$ cat src/rtl/sensor_input_conditioner.sv
// sensor_input_conditioner
//   Board-pin front end for the irrigation controller. Every raw probe,
//   button and switch is synchronised, debounced, then decoded into
//   registered level outputs and single-cycle button pulses.
//
// Ports
//   clock, reset        rising-edge clock, async active-high reset
//   p_lo/p_mid/p_hi     raw level probes (1 = wet)
//   btn_bs/vs/ve        raw push-buttons (1 = pressed)
//   sw_al, sw_fault     raw alarm and external fault switches
//   H, M, L             decoded level band
//   Bs, Vs, Ve          one-cycle button press pulses
//   Al                  debounced alarm level
//   E, err_code         fault flag and cause {external, probe inconsistency}

// One debounce channel: 2-flop synchroniser followed by a stability counter.
// st only follows s2 after DEB_CYCLES consecutive disagreeing samples.
module sic_debounce #(
    parameter int DEB_CYCLES = 500000,
    parameter int CNT_W      = 20
) (
    input  logic clock,
    input  logic reset,
    input  logic raw,
    output logic st
);
    localparam logic [CNT_W-1:0] CNT_LAST = CNT_W'(DEB_CYCLES - 1);

    logic             s1;
    logic             s2;
    logic [CNT_W-1:0] cnt;

    always_ff @(posedge clock or posedge reset) begin
        if (reset) begin
            s1  <= 1'b0;
            s2  <= 1'b0;
            st  <= 1'b0;
            cnt <= '0;
        end else begin
            s1 <= raw;
            s2 <= s1;
            if (s2 == st) begin
                cnt <= '0;
            end else if (cnt == CNT_LAST) begin
                st  <= s2;
                cnt <= '0;
            end else begin
                cnt <= cnt + 1'b1;
            end
        end
    end
endmodule

module sensor_input_conditioner #(
    parameter int DEB_CYCLES = 500000,
    parameter int CNT_W      = 20
) (
    input  logic       clock,
    input  logic       reset,
    input  logic       p_lo,
    input  logic       p_mid,
    input  logic       p_hi,
    input  logic       btn_bs,
    input  logic       btn_vs,
    input  logic       btn_ve,
    input  logic       sw_al,
    input  logic       sw_fault,
    output logic       H,
    output logic       M,
    output logic       L,
    output logic       Bs,
    output logic       Vs,
    output logic       Ve,
    output logic       Al,
    output logic       E,
    output logic [1:0] err_code
);
    localparam int NUM_CH = 8;
    localparam int CH_LO  = 0;
    localparam int CH_MID = 1;
    localparam int CH_HI  = 2;
    localparam int CH_BS  = 3;
    localparam int CH_VS  = 4;
    localparam int CH_VE  = 5;
    localparam int CH_AL  = 6;
    localparam int CH_FLT = 7;

    logic [NUM_CH-1:0] raw;
    logic [NUM_CH-1:0] st;
    logic [2:0]        btn_d;     // previous stable {ve, vs, bs}
    logic [2:0]        btn_rise;
    logic              inc;
    logic              fault_nxt;

    assign raw = {sw_fault, sw_al, btn_ve, btn_vs, btn_bs, p_hi, p_mid, p_lo};

    generate
        for (genvar i = 0; i < NUM_CH; i++) begin : g_ch
            sic_debounce #(
                .DEB_CYCLES(DEB_CYCLES),
                .CNT_W     (CNT_W)
            ) u_deb (
                .clock(clock),
                .reset(reset),
                .raw  (raw[i]),
                .st   (st[i])
            );
        end
    endgenerate

    // A wet probe above a dry one is physically impossible.
    assign inc       = (st[CH_HI] & ~st[CH_MID]) | (st[CH_MID] & ~st[CH_LO]);
    assign fault_nxt = inc | st[CH_FLT];
    assign btn_rise  = st[CH_VE:CH_BS] & ~btn_d;

    // Pulses are gated with the E value being registered on the same edge,
    // so a pulse can never coincide with E=1; gated edges are simply lost.
    always_ff @(posedge clock or posedge reset) begin
        if (reset) begin
            btn_d    <= '0;
            H        <= 1'b0;
            M        <= 1'b0;
            L        <= 1'b0;
            Bs       <= 1'b0;
            Vs       <= 1'b0;
            Ve       <= 1'b0;
            Al       <= 1'b0;
            E        <= 1'b0;
            err_code <= 2'b00;
        end else begin
            btn_d    <= st[CH_VE:CH_BS];
            H        <= st[CH_HI];
            M        <= st[CH_MID] & ~st[CH_HI];
            L        <= ~st[CH_MID];
            Al       <= st[CH_AL];
            E        <= fault_nxt;
            err_code <= {st[CH_FLT], inc};
            Bs       <= btn_rise[0] & ~fault_nxt;
            // Sprinkler select wins a same-cycle tie; drip select is dropped.
            Vs       <= btn_rise[1] & ~btn_rise[0] & ~fault_nxt;
            Ve       <= btn_rise[2] & ~fault_nxt;
        end
    end
endmodule

$ cat config.mk
export PLATFORM = sky130hd
export DESIGN_NAME = sensor_input_conditioner
export DESIGN_NICKNAME = d
export VERILOG_FILES = /design/src/rtl/sensor_input_conditioner.sv
export SDC_FILE = /design/constraint.sdc
export NUM_CORES = 1
export LEC_CHECK = 0
export BUFFER_PORTS_ARGS = -buffer_cell sky130_fd_sc_hd__buf_2
export CORE_UTILIZATION = 63
export CTS_CLUSTER_DIAMETER = 200
export CTS_CLUSTER_SIZE = 20
export DETAILED_ROUTE_END_ITERATION = 7
export GPL_TIMING_DRIVEN = 0
export PLACE_DENSITY_LB_ADDON = 0.3
export RECOVER_POWER = 100
export SETUP_SLACK_MARGIN = 0.05
export SLEW_MARGIN = 20
export SYNTH_ARGS = -nofsm -noshare
export SYNTH_HDL_FRONTEND = slang
export SYNTH_SLANG_ARGS = --single-unit
$ cat constraint.sdc
create_clock -name clock -period 7.57 [get_ports clock]
set_clock_uncertainty 0.2 [all_clocks]
set_input_delay 0.3785 -clock clock [delete_from_list [all_inputs] [get_ports clock]]
set_output_delay 0.3785 -clock clock [all_outputs]
set_load 0.05 [all_outputs]
# ---- Word level (Yosys, flattened, before mapping)
# Index checks and enable logic that the tools add are counted.
dict set report totals {
  in_bits 10
  out_inout_bits 10
  ff_bits 197
}
dict set report classes {
  eq_ne 16
  n_addsub 8
  reduce_logical 8
  bitwise_logic 24
  mux 16
}
# cell count
set ops {}
lappend ops {{20-bit two-way mux} 16}
lappend ops {{20-bit by 1-bit adder with 20-bit output, second input constant} 8}
lappend ops {{20-bit by 19-bit == test with 1-bit output, second input constant} 8}
lappend ops {{2-bit AND reduction} 8}
lappend ops {{1-bit inverter} 13}
lappend ops {{1-bit == test} 8}
lappend ops {{1-bit AND} 7}
lappend ops {{3-bit AND} 1}
lappend ops {{3-bit inverter} 1}
lappend ops {{1-bit bitwise OR} 2}

# ---- Logic depth before layout (Yosys ltp)
# Gate-level depths: netlist of the first run.
dict set report depth {
  depth_word 6
  depth_mapped 7
}

# ---- By module
# A second synthesis of the first run with hierarchy kept.
dict set report unflattened {
  cells_unflattened 911
  area_unflattened_um2 9575.4
}
# mod instances seq_area_each_um2 cells_per_inst area_each_um2
set modules_own_cells {}
lappend modules_own_cells {sic_debounce 8 575.6 111 1144.8}
lappend modules_own_cells {sensor_input_conditioner 1 325.3 23 416.6}

# ---- Least setup slack after synthesis of the first run
# OpenSTA, ideal clock, no wires.
dict set report synth_path {
  path_type {register -> register}
  start {register g_ch[5].u_deb.cnt[11]}
  end {register g_ch[5].u_deb.cnt[10]}
  setup_time_ps 121
  path_buffers 1
  synth_period_minus_slack_ps 2187
  t_required_ps 7249
  setup_slack_ps 5383
  arrival_time_ps 1866
  stages_incl_launch_ff 5
  cell_sequence {dfrtp_1 > or4b_2 > o41ai_4 > buf_2 > nor2_1}
}
dict set report synth_between {
  elab_chain_cells 3
}
# item line_no
set synth_rtl {}
lappend synth_rtl {{start, declared} 31} ;# logic [CNT_W-1:0] cnt;
lappend synth_rtl {{start signal, assigned} 48} ;# cnt <= cnt + 1'b1;
lappend synth_rtl {{20-bit by 19-bit == test with 1-bit output} 44} ;# end else if (cnt == CNT_LAST) begin
lappend synth_rtl {{20-bit two-way mux} 44}
lappend synth_rtl {{20-bit two-way mux} 42} ;# if (s2 == st) begin
# No other way between the ends.
# A chain may end at the register's enable or synchronous reset.

==> results of run 1 <==
## critical path, delay by kind of cell
kind | cells | cell delay, ns
buf+inv | 3 | 2.87
## Yosys cell counts (all sizes together) (3+ instances only)
| cell | n |
|---|---|
| o21ai | 27 |
| nand4b | 5 |
| nand2 | 46 |
| or3 | 21 |
| o41ai | 5 |
| mux2 | 8 |
| xnor2 | 78 |
| and4 | 11 |
| ha | 8 |
| nor4 | 31 |
| o31ai | 6 |
| nor4bb | 3 |
| nor2 | 140 |
| dfrtp | 197 |
| a21oi | 39 |
| and3 | 8 |
| nor3 | 29 |
| buf | 5 |
| and2 | 10 |
| or4 | 17 |
| or4b | 4 |
| nor4b | 6 |
| or2 | 3 |
| nand4 | 47 |
| a31o | 6 |
| nand3 | 54 |
| inv | 34 |
| xor2 | 35 |
| clkbuf | 11 |
## worst paths after layout
kind | to | slack [ns] | startpoint | cells past startpoint
min in group asynchronous | g_ch[7].u_deb.cnt[17] | 1.50 | reset | 3
setup reg to reg | g_ch[5].u_deb.cnt[8] | 4.32 | g_ch[5].u_deb.cnt[11] | 4
hold / removal | g_ch[3].u_deb.s2 | 0.15 | g_ch[3].u_deb.s1 | 0
hold reg to reg | g_ch[3].u_deb.s2 | 0.15 | g_ch[3].u_deb.s1 | 0
max in group clock | g_ch[5].u_deb.cnt[8] | 4.32 | g_ch[5].u_deb.cnt[11] | 4
setup / recovery | g_ch[2].u_deb.cnt[13] | 3.92 | reset | 3
## kinds of logic (layout without fill, tap and decap cells)
kind of cell / Yosys count / count (layout) / share of synthesized area [%]
buf+inv: 50 / 109 / 2.19
simple gates: 444 / 444 / 25.7
xor+xnor: 113 / 113 / 10.7
flops: 197 / 197 / 53.3
mux: 9 / 9 / 1.08
fa+ha+maj: 8 / 8 / 1.08
compound gates: 84 / 84 / 5.92
## state kept, by name, summed over array words and instances (netlist names)
signal	flops
g_ch.u_deb.cnt	160
g_ch.u_deb.s1	8
g_ch.u_deb.s2	8
g_ch.u_deb.st	8
btn_d	3
err_code	2
Al	1
Bs	1
E	1
H	1
L	1
M	1
Ve	1
Vs	1
## cell type report
cell class / count / share of cell area (%)
clock inverter: 9 / 1.73
tap: 180 / 2.21
buffer: 16 / 0.602
timing repair buffer: 29 / 1.94
inverter: 34 / 1.26
multi-input combinational: 658 / 39.5
clock buffer: 21 / 4.42
sequential: 197 / 48.4
## power by group
group / internal, mW / switching (mW) / leakage (nW)
Sequential: 1.07 / 0.0135 / 2.69
Combinational: 0.0205 / 0.0476 / 1.08
Clock: 0.592 / 0.373 / 0.303
## metrics by stage
| step | hold slack [ns] | utilization, % | power (mW) |
|---|---|---|---|
| 2_1_floorplan | 0.131 | - | 1.15 |
| 5_1_grt | 0.166 | 72.3 | 2.19 |
| 3_5_place_dp | 0.140 | 68.1 | 1.17 |
| 6_report | 0.154 | 72.3 | 2.11 |
| 4_1_cts | 0.155 | 73.2 | 2.13 |
| 3_3_place_gp | 0.133 | 67.8 | 1.16 |
## cells in the final DEF, fill, tap and decap left out, types with 3 or more instances in the layout
master,instances
dfrtp_1,197
nor2_1,140
xnor2_1,78
nand3_1,54
nand2_1,46
nand4_1,44
a21oi_1,39
xor2_1,35
inv_1,33
nor4_1,31
clkbuf_1,30
nor3_1,29
o21ai_0,27
or3_1,20
clkbuf_16,17
or4_1,16
and4_1,11
and2_1,9
dlygate4sd3_1,9
and3_1,8
ha_1,8
buf_2,7
a31o_2,6
nor4b_1,6
o31ai_1,6
mux2_2,6
nand4b_1,5
o41ai_1,5
bufinv_16,5
nand4_2,3
or4b_2,3
nor4bb_1,3
## metal layers
layer	track usage, %	routed length [um]	vias to the layer above
met2	39.2	8160	108
met5	0	0	-
li1	-	-	3304
met4	8.51	218	0
met3	4.47	484	21
met1	34.2	8030	3286
==> qor.yml, run 1 <==
status: "finished with violations"
violations: "max-capacitance violations, max-slew violations"
synth_edf_count: 0
vias_per_cell: 5.87
clk_pin_slew_worst_paths_ns: 0.07
wirelength_um: 16900
post-place-cells: 1105
synth.distinct_cells: 47
crit_path_end_kind: "asynchronous set/reset pin"
die_height_um: 123
synth.top_cell.area_share_pct: 53.3
place_hpwl_um: 11000
grt_overflow: 0
grtUsageTotal_pct: 24.6
cp.required_ns: 7.22
min_path_type: "reg -> reg"
cts_hold_buffers: 9
grt_max_degree: 109
synth_area_sq_mm: 0.00924
multi_input_area_sq_mm: 0.00402
vias: 6719
grt_pass1_vias: 6339
ys_warn_count: 0
fin_area_sq_mm: 0.0102
maxCapViolations: 5
register_area_sq_mm: 0.00493
slowest_delay_ns: 2.22
ctsResizeCount: 0
slew_viol_final: 114
routedWlPerCell_um: 14.8
ant_nets: 0
drtIter0Drc: 424
syn_to_final_growth_pct: 10.3
setup_viol_count_final: 0
routabilityCongestion: 0.834
post-place-ws_ns: 4.95
synth_area_leaders: "dfrtp_1, xnor2_1, nor2_1"
drc: 0
fillerInstances: 1007
layout_min_cycle_time_ns: 3.65
yosysSeqAreaShare_pct: 53.3
yosysTopAreaCell: "dfrtp_1"
crit_chain: "dlygate4sd3_1 > clkbuf_1 > clkinvlp_2"
numClockSinks: 197
p_leak_nw: 4.07
n_antenna_cell: 0
post_cts_buffers: 0
max_freq_mhz: 274
initial_utilization_pct: 65.6
slowest_stage: "clkinvlp_2"
hold_viol: 0
avgSynthCellArea_sq_um: 10.2
clk_latency_ns: 0.43
async_reset_ff_share_pct: 100
vdd_drop_max_v: 0.000182
setup-tns-final_ns: 0
worstPathArrival_ns: 3.30
power_density_mw_per_mm2: 207
final_nets: 971
crit_path_max_fanout: 90
startpoint_type: "input port"
die_w_um: 123
timing.final.ws_setup_ns: 3.92
yosys_register_bits: 197
drive_gt1_share_pct: 6.22
cts_tree: "built"
port_buffers: 19
cts_buffers: 17
ys.flop_type: "dfrtp_1"
htreeDepth: 4
synthCells: 905
worst-setup-path-type: "in -> async"
first_pass_iters: 5
rsz0062_at_grt: "false"
placed_area_sq_mm: 0.00960
worst_pin_slew_ns: 3.96
io_pins: 20
antenna_found_initial: 0
core_area_sq_mm: 0.0141
grt_pass1_wl_um: 29300
final_min_period_over_clock_period_pct: 48.2
std_cell_rows: 43
die_area_sq_mm: 0.0152
instances_no_fill: 1144
cts_root_buf: "clkbuf_16"
syn_nets: 923
clock_path_buffers: 2
slew_headroom_pct: -165
Power figures use the tool's default switching activity.
==> run 2, diff against run 1 <==
- ABC_AREA: unset -> 1
- CORE_UTILIZATION: 63 -> 57
- clock period: 7.57 -> 3.29 ns (I/O delays scaled with it)
==> run 2 against run 1 <==
The flow finishes with violations (design-rule violations); register-to-register slack lost 3.0 ns; synthesized cell count up 52%; global-route usage fell by 0.84 points; sequential power rose by 130%; via count grew 29%; design area is 14% higher; sequential cell count stayed put; routed wire length up 26%; die area is 27% higher.
==> qor.yml, run 2 <==
status: "finished with violations"  # unchanged
violations: "design-rule violations"  # was max-capacitance violations, max-slew violations
yosysTopAreaCell: "dfrtp_1"  # unchanged
grt_pass1_vias: 8362  # was 6,339
grt_pass1_wl_um: 37400  # was 29,300 um
routedWlPerCell_um: 12.7  # was 14.8 um
crit_path_max_fanout: 4  # was 90
ys_top_cells_by_count: "nor2_1, nand2_1, dfrtp_1"  # was dfrtp_1, nor2_1, xnor2_1
io_pins: 20  # unchanged
numClockSinks: 197  # unchanged
slowest_stage: "dfrtp_1"  # was clkinvlp_2
crit_path_end_kind: "flop"  # was asynchronous set/reset pin
final_min_period_over_clock_period_pct: 59.3
ys_warn_count: 0  # unchanged
rsz0062_at_grt: "false"  # unchanged
cts_tree: "built"  # unchanged
vias_per_cell: 5.19  # was 5.87
core_area_sq_mm: 0.0181  # was 0.0141 sq mm
worstPathArrival_ns: 2.07  # was 3.30 ns
yosys_register_bits: 197  # unchanged
place_hpwl_um: 15500  # was 11,000 um
antenna_found_initial: 0  # unchanged
htreeDepth: 4  # unchanged
port_buffers: 19  # unchanged
ant_nets: 0  # unchanged
cts_root_buf: "clkbuf_16"  # unchanged
yosysSeqAreaShare_pct: 46.4  # was 53.3%
top_register: "g_ch.u_deb.cnt"  # unchanged
synthCells: 1373  # was 905
hold_slack_ns: 0.148  # was 0.154 ns
slowest_delay_ns: 0.36  # was 2.22 ns
startpoint_type: "flop"  # was input port
fillerInstances: 1580  # was 1,007
grt_busiest_layer: "met2"  # unchanged
min_path_type: "reg -> reg"  # unchanged
worst_pin_slew_ns: 1.32  # was 3.96 ns
wirelength_um: 21200  # was 16,900 um
die_height_um: 138  # was 123 um
use_met1_pct: 31.5  # was 34.2%
die_w_um: 138  # was 123 um
syn_nets: 1391  # was 923
p_leak_nw: 4.96  # was 4.07 nW
synth_area_leaders: "dfrtp_1, nor2_1, nand2_1"  # was dfrtp_1, xnor2_1, nor2_1
fin_area_sq_mm: 0.0117  # was 0.0102 sq mm
yosysMostFrequentCell: "nor2_1"  # was dfrtp_1
grt_overflow: 0  # unchanged
gr-usage-met3_pct: 4.19  # was 4.47%
drtIter0Drc: 529  # was 424
grt_max_degree: 34  # was 109
slew_headroom_pct: 11.5  # was -165%
power_density_mw_per_mm2: 403  # was 207 mW/mm^2
vdd_drop_max_v: 0.000330  # was 0.000182 V
cp.required_ns: 3.40  # was 7.22 ns
drc: 2  # was 0
cts_buffers: 17  # unchanged
layout_commonest_cell: "nor2_1"  # was dfrtp_1
setup-tns-final_ns: 0  # unchanged
die_area_sq_mm: 0.0192  # was 0.0152 sq mm
grt_util_met2_pct: 40.0  # was 39.2%
ys.flop_type: "dfrtp_1"  # unchanged
largest_reg_flops: 160  # unchanged
total_power_mw: 4.69  # was 2.11 mW
maxCapViolations: 0  # was 5
final_util_pct: 64.4  # was 72.3%
initial_utilization_pct: 58.7  # was 65.6%
syn_to_final_growth_pct: 9.78  # was 10.3%
async_reset_ff_share_pct: 100  # unchanged
synth.top_cell.area_share_pct: 46.4  # was 53.3%
routabilityCongestion: 0.893  # was 0.834
synth.distinct_cells: 35  # was 47
avgSynthCellArea_sq_um: 7.73  # was 10.2 sq um
clk_pin_slew_worst_paths_ns: 0.07  # about the same
slew_viol_final: 0  # was 114
worst-setup-path-type: "reg -> reg"  # was in -> async
layout_common_cells: "nor2_1, nand2_1, dfrtp_1, inv_1, nand3_1"  # was dfrtp_1, nor2_1, xnor2_1, nand3_1, nand2_1
placed_area_sq_mm: 0.0111  # was 0.00960 sq mm
synth_area_sq_mm: 0.0106  # was 0.00924 sq mm
clock_path_buffers: 2  # unchanged
std_cell_rows: 49  # was 43
clk_latency_ns: 0.43  # about the same
max_freq_mhz: 513
first_pass_iters: 7  # was 5
n_antenna_cell: 0  # unchanged
setup_viol_count_final: 0  # unchanged
layout_min_cycle_time_ns: 1.95
crit_chain: "ha_1 > nand2_1 > nor2_1 > nand2_1 > nor2_1 > nand3_1 > nand2_1 > nor2_1"  # was dlygate4sd3_1 > clkbuf_1 > clkinvlp_2
grtUsageTotal_pct: 23.8  # was 24.6%
vias: 8649  # was 6,719
drive_gt1_share_pct: 7.71  # was 6.22%
final_nets: 1444  # was 971
hold_viol: 0  # unchanged
synth_edf_count: 0  # unchanged
-- run 2: cell count changes after synthesis, sizes merged, moves of 11 or more --
cell and change:
or3 -21, or4 -17, nand4 -21, and4 -11, nor3b +16, nand3 +89, xor2 +22, a21oi -30
inv +140, nand2 +239, xnor2 -63, nor2 +216, nor4 -30
-- run 2: logic make-up after synthesis --
family | synth area share (%)
buffers and inverters | 6.59
DFF | 46.4
xor gates and xnor gates | 6.08
AOI/OAI and AO/OA | 2.78
adders and majority gates | 0.943
and+or+nand+nor | 37.2
-- run 2: per-layer routing --
layer,wire length [um],vias up
met5,0,-
met4,232,0
li1,-,4403
met3,832,26
met2,10200,177
met1,9940,4043
-- run 2: through the flow --
| step | instances | worst slack (ns) |
|---|---|---|
| 2_1_floorplan | 1373 | 0.379 |
| 3_3_place_gp | 1621 | -0.752 |
| 3_5_place_dp | 1627 | 1.47 |
| 4_1_cts | 1668 | 1.45 |
| 5_1_grt | 1668 | 1.08 |
| 6_report | 1668 | 1.34 |
-- run 2: critical path: cells and delay by family (launching register included) --
family	cells	cell delay, ns
fa+ha+maj	1	0.17
simple gates	7	1.12
flops	1	0.36
-- run 2: final cells by class --
type	instances	area, sq um	area share [%]
Multi-Input combinational cell	995	4870	41.7
Clock inverter	5	61.3	0.526
Clock buffer	27	523	4.49
Sequential cell	197	4930	42.3
Tap cell	229	287	2.46
Inverter	174	654	5.61
Buffer	7	35.0	0.301
Timing Repair Buffer	34	300	2.58
-- run 2: where the power goes --
| part | switching [mW] | total [mW] | internal [mW] |
|---|---|---|---|
| Sequential | 0.0221 | 2.48 | 2.45 |
| Combinational | 0.114 | 0.169 | 0.0546 |
| Clock | 0.877 | 2.05 | 1.17 |
-- run 2: timing repair --
item	4_1_cts	5_1_grt
resized for setup	0	0
hold buffers	9	0
setup buffers	0	0
endpoints found under the hold margin	32	0
-- run 2: final timing paths --
kind                                            from                    end  slack [ns]  cells after the start
worst max-delay path            g_ch[5].u_deb.cnt[0]  g_ch[5].u_deb.cnt[18]        1.34                      8
worst min-delay path                g_ch[5].u_deb.s1       g_ch[5].u_deb.s2        0.15                      0
worst max register to register  g_ch[5].u_deb.cnt[0]  g_ch[5].u_deb.cnt[18]        1.34                      8
worst min register to register      g_ch[5].u_deb.s1       g_ch[5].u_deb.s2        0.15                      0
max in group asynchronous                      reset  g_ch[7].u_deb.cnt[17]        1.38                      6
min in group asynchronous                      reset  g_ch[6].u_deb.cnt[19]        0.36                      3
==> run 3, diff against run 2 <==
- ABC_AREA: 1 -> 0
- clock period: 3.29 -> 1.6 ns (I/O delays scaled with it)
==> run 3 against run 2 <==
Sequential share of layout area down 5.1 points; the flow finishes with violations (negative setup slack); global-route usage rose by 7.0 points; clock power rose by 110%; routed wire length rose by 39%; critical path depth decreased by 3; cell count decreased by 19%; design area grew 15%; non-clock buffer count increased by 169; register-to-register slack lost 2.0 ns; via count fell by 3.0%; core utilization rose by 20 points; first-iteration DRC count increased by 50%.
==> qor.yml, run 3 (same netlist as run 1, synthesis figures left out) <==
status: "finished with violations"  # unchanged
clk_latency_ns: 0.46  # was 0.43 ns
setup.worst_path.start: "g_ch[4].u_deb.cnt[1]"  # was g_ch[5].u_deb.cnt[0]
n_antenna_cell: 0  # unchanged
grt_pass1_vias: 8114  # was 8,362
initial_utilization_pct: 58.4  # was 58.7%
violations: "negative setup slack"  # was design-rule violations
startpoint_type: "flop"  # unchanged
drive_gt1_share_pct: 45.4  # was 7.71%
cts_root_buf: "clkbuf_16"  # unchanged
antenna_found_initial: 0  # unchanged
routedWlPerCell_um: 21.8  # was 12.7 um
timing.final.ws_setup_ns: -0.630  # was 1.34 ns
worst-setup-path-type: "reg -> reg"  # unchanged
die_area_sq_mm: 0.0167  # was 0.0192 sq mm
r2r-start: "g_ch[4].u_deb.cnt[1]"  # was g_ch[5].u_deb.cnt[0]
clock_path_buffers: 2  # unchanged
vias_per_cell: 6.22  # was 5.19
vias: 8386  # was 8,649
crit_path_end_kind: "flop"  # unchanged
io_pins: 20  # unchanged
routabilityCongestion: 0.804  # was 0.893
grt_overflow: 0  # unchanged
worst_pin_slew_ns: 0.614  # was 1.32 ns
drc: 0  # was 2
die_height_um: 129  # was 138 um
first_pass_iters: 5  # was 7
cp.required_ns: 1.73  # was 3.40 ns
layout_min_cycle_time_ns: 2.23  # was 1.95 ns
htreeDepth: 4  # unchanged
grt_pass1_wl_um: 39800  # was 37,400 um
top_register: "g_ch.u_deb.cnt"  # unchanged
max_freq_mhz: 448  # was 513 MHz
final_min_period_over_clock_period_pct: 139  # was 59.3%
grtUsageTotal_pct: 30.8  # was 23.8%
wirelength_um: 29400  # was 21,200 um
rr_endpoint: "g_ch[4].u_deb.cnt[18]"  # was g_ch[5].u_deb.cnt[18]
syn_to_final_growth_pct: 44.4  # was 9.78%
grt_max_degree: 36  # was 34
place_hpwl_um: 11700  # was 15,500 um
power_density_mw_per_mm2: 762  # was 403 mW/mm^2
std_cell_rows: 46  # was 49
rsz0062_at_grt: "true"  # was false
worstPathArrival_ns: 2.36  # was 2.07 ns
slew_headroom_pct: 58.9  # was 11.5%
maxCapViolations: 0  # unchanged
cts_tree: "built"  # unchanged
die_w_um: 129  # was 138 um
largest_reg_flops: 160  # unchanged
hold_slack_ns: 0.0118  # was 0.148 ns
vdd_drop_max_v: 0.000803  # was 0.000330 V
final_nets: 1137  # was 1,444
hold_viol: 0  # unchanged
port_buffers: 19  # unchanged
cts_buffers: 17  # unchanged
ant_nets: 0  # unchanged
clk_pin_slew_worst_paths_ns: 0.09  # was 0.07 ns
fillerInstances: 709  # was 1,580
drtIter0Drc: 791  # was 529
post-place-ws_ns: -0.716  # was 1.47 ns
core_area_sq_mm: 0.0158  # was 0.0181 sq mm
rr_worst_depth: 5  # was 8
slew_viol_final: 0  # unchanged
setup_viol_count_final: 176  # was 0
numClockSinks: 197  # unchanged
regToRegSetupSlack_ns: -0.63  # was 1.34 ns
p_leak_nw: 5.45  # was 4.96 nW
crit_path_max_fanout: 4  # unchanged
layout_commonest_cell: "dfrtp_1"  # was nor2_1
min_path_type: "in -> async"  # was reg -> reg
layout_common_cells: "dfrtp_1, buf_4, xnor2_1, nor2_2, nor2_1"  # was nor2_1, nand2_1, dfrtp_1, inv_1, nand3_1
## run 3: cell count changes in the layout (fill, tap and decap cells not counted), moves of 32 or more
| cell | change |
|---|---|
| nor2_1 | -269 |
| nand2_1 | -231 |
| inv_1 | -134 |
| buf_4 | +116 |
| nand3_1 | -103 |
| xnor2_1 | +59 |
| nor2_2 | +40 |
| buf_6 | +39 |
| dfrtp_1 | -32 |
| dfrtp_2 | +32 |
## run 3: worst max path at each step
| stage | endpoint | slack (ns) |
|---|---|---|
| floorplan | Al | -1.23 |
| global placement | g_ch[2].u_deb.cnt[13] | -2.36 |
| detailed placement | g_ch[7].u_deb.cnt[11] | -0.72 |
| CTS | g_ch[4].u_deb.cnt[15] | -0.40 |
| global route | g_ch[4].u_deb.cnt[18] | -0.66 |
| finish | g_ch[4].u_deb.cnt[18] | -0.63 |
## run 3: routing by layer
layer	GRT usage (%)	up-vias	wire, um
met3	6.11	146	1790
li1	-	3651	-
met4	13.7	0	1380
met1	37.3	4172	11300
met2	53.3	417	15000
met5	0	-	0
## run 3: area by class of cell
class                      instances  area, sq um  share of cell area, %
timing repair inverter             1         5.00                 0.0375
multi-input combinational        658         5510                   41.2
inverter                          34          129                  0.966
tap                              216          270                   2.02
sequential                       197         4970                   37.2
clock buffer                      17          425                   3.19
buffer                            14          221                   1.66
clock inverter                    15          151                   1.13
timing repair buffer             196         1670                   12.5
## run 3: per-stage QoR
stage,instance area [sq um],utilization (%),setup TNS (ns),power (mW),cells
3_3_place_gp,10100,63.5,-525.08,5.56,1140
4_1_cts,12600,79.7,-38.08,10.0,1320
3_5_place_dp,10200,64.3,-67.10,5.61,1146
6_report,13300,84.3,-51.01,10.2,1348
5_1_grt,13300,84.3,-79.28,10.4,1348
2_1_floorplan,9690,-,-272.00,5.47,905
## run 3: what timing repair did
action                                 CTS  global route
gates resized for setup                188           160
pin swaps                               68            53
setup endpoints to repair              157           177
cloned                                   8             2
hold buffers                             9             0
setup buffers                          126            31
endpoints found under the hold margin   90             0
## run 3: report_power, final
part,total [mW],switching [mW],internal (mW)
clock network,4.35,2.24,2.10
registers,5.13,0.0813,5.05
logic,0.694,0.389,0.305
total,10.2,2.72,7.45
## run 3: worst max-delay path, cell delays in order, from the launching register on
cell	delay [ns]
dfrtp_1	0.49
ha_4	0.18
nand4_1	0.30
or4_4	0.55
o21ai_0	0.30
a21oi_2	0.09
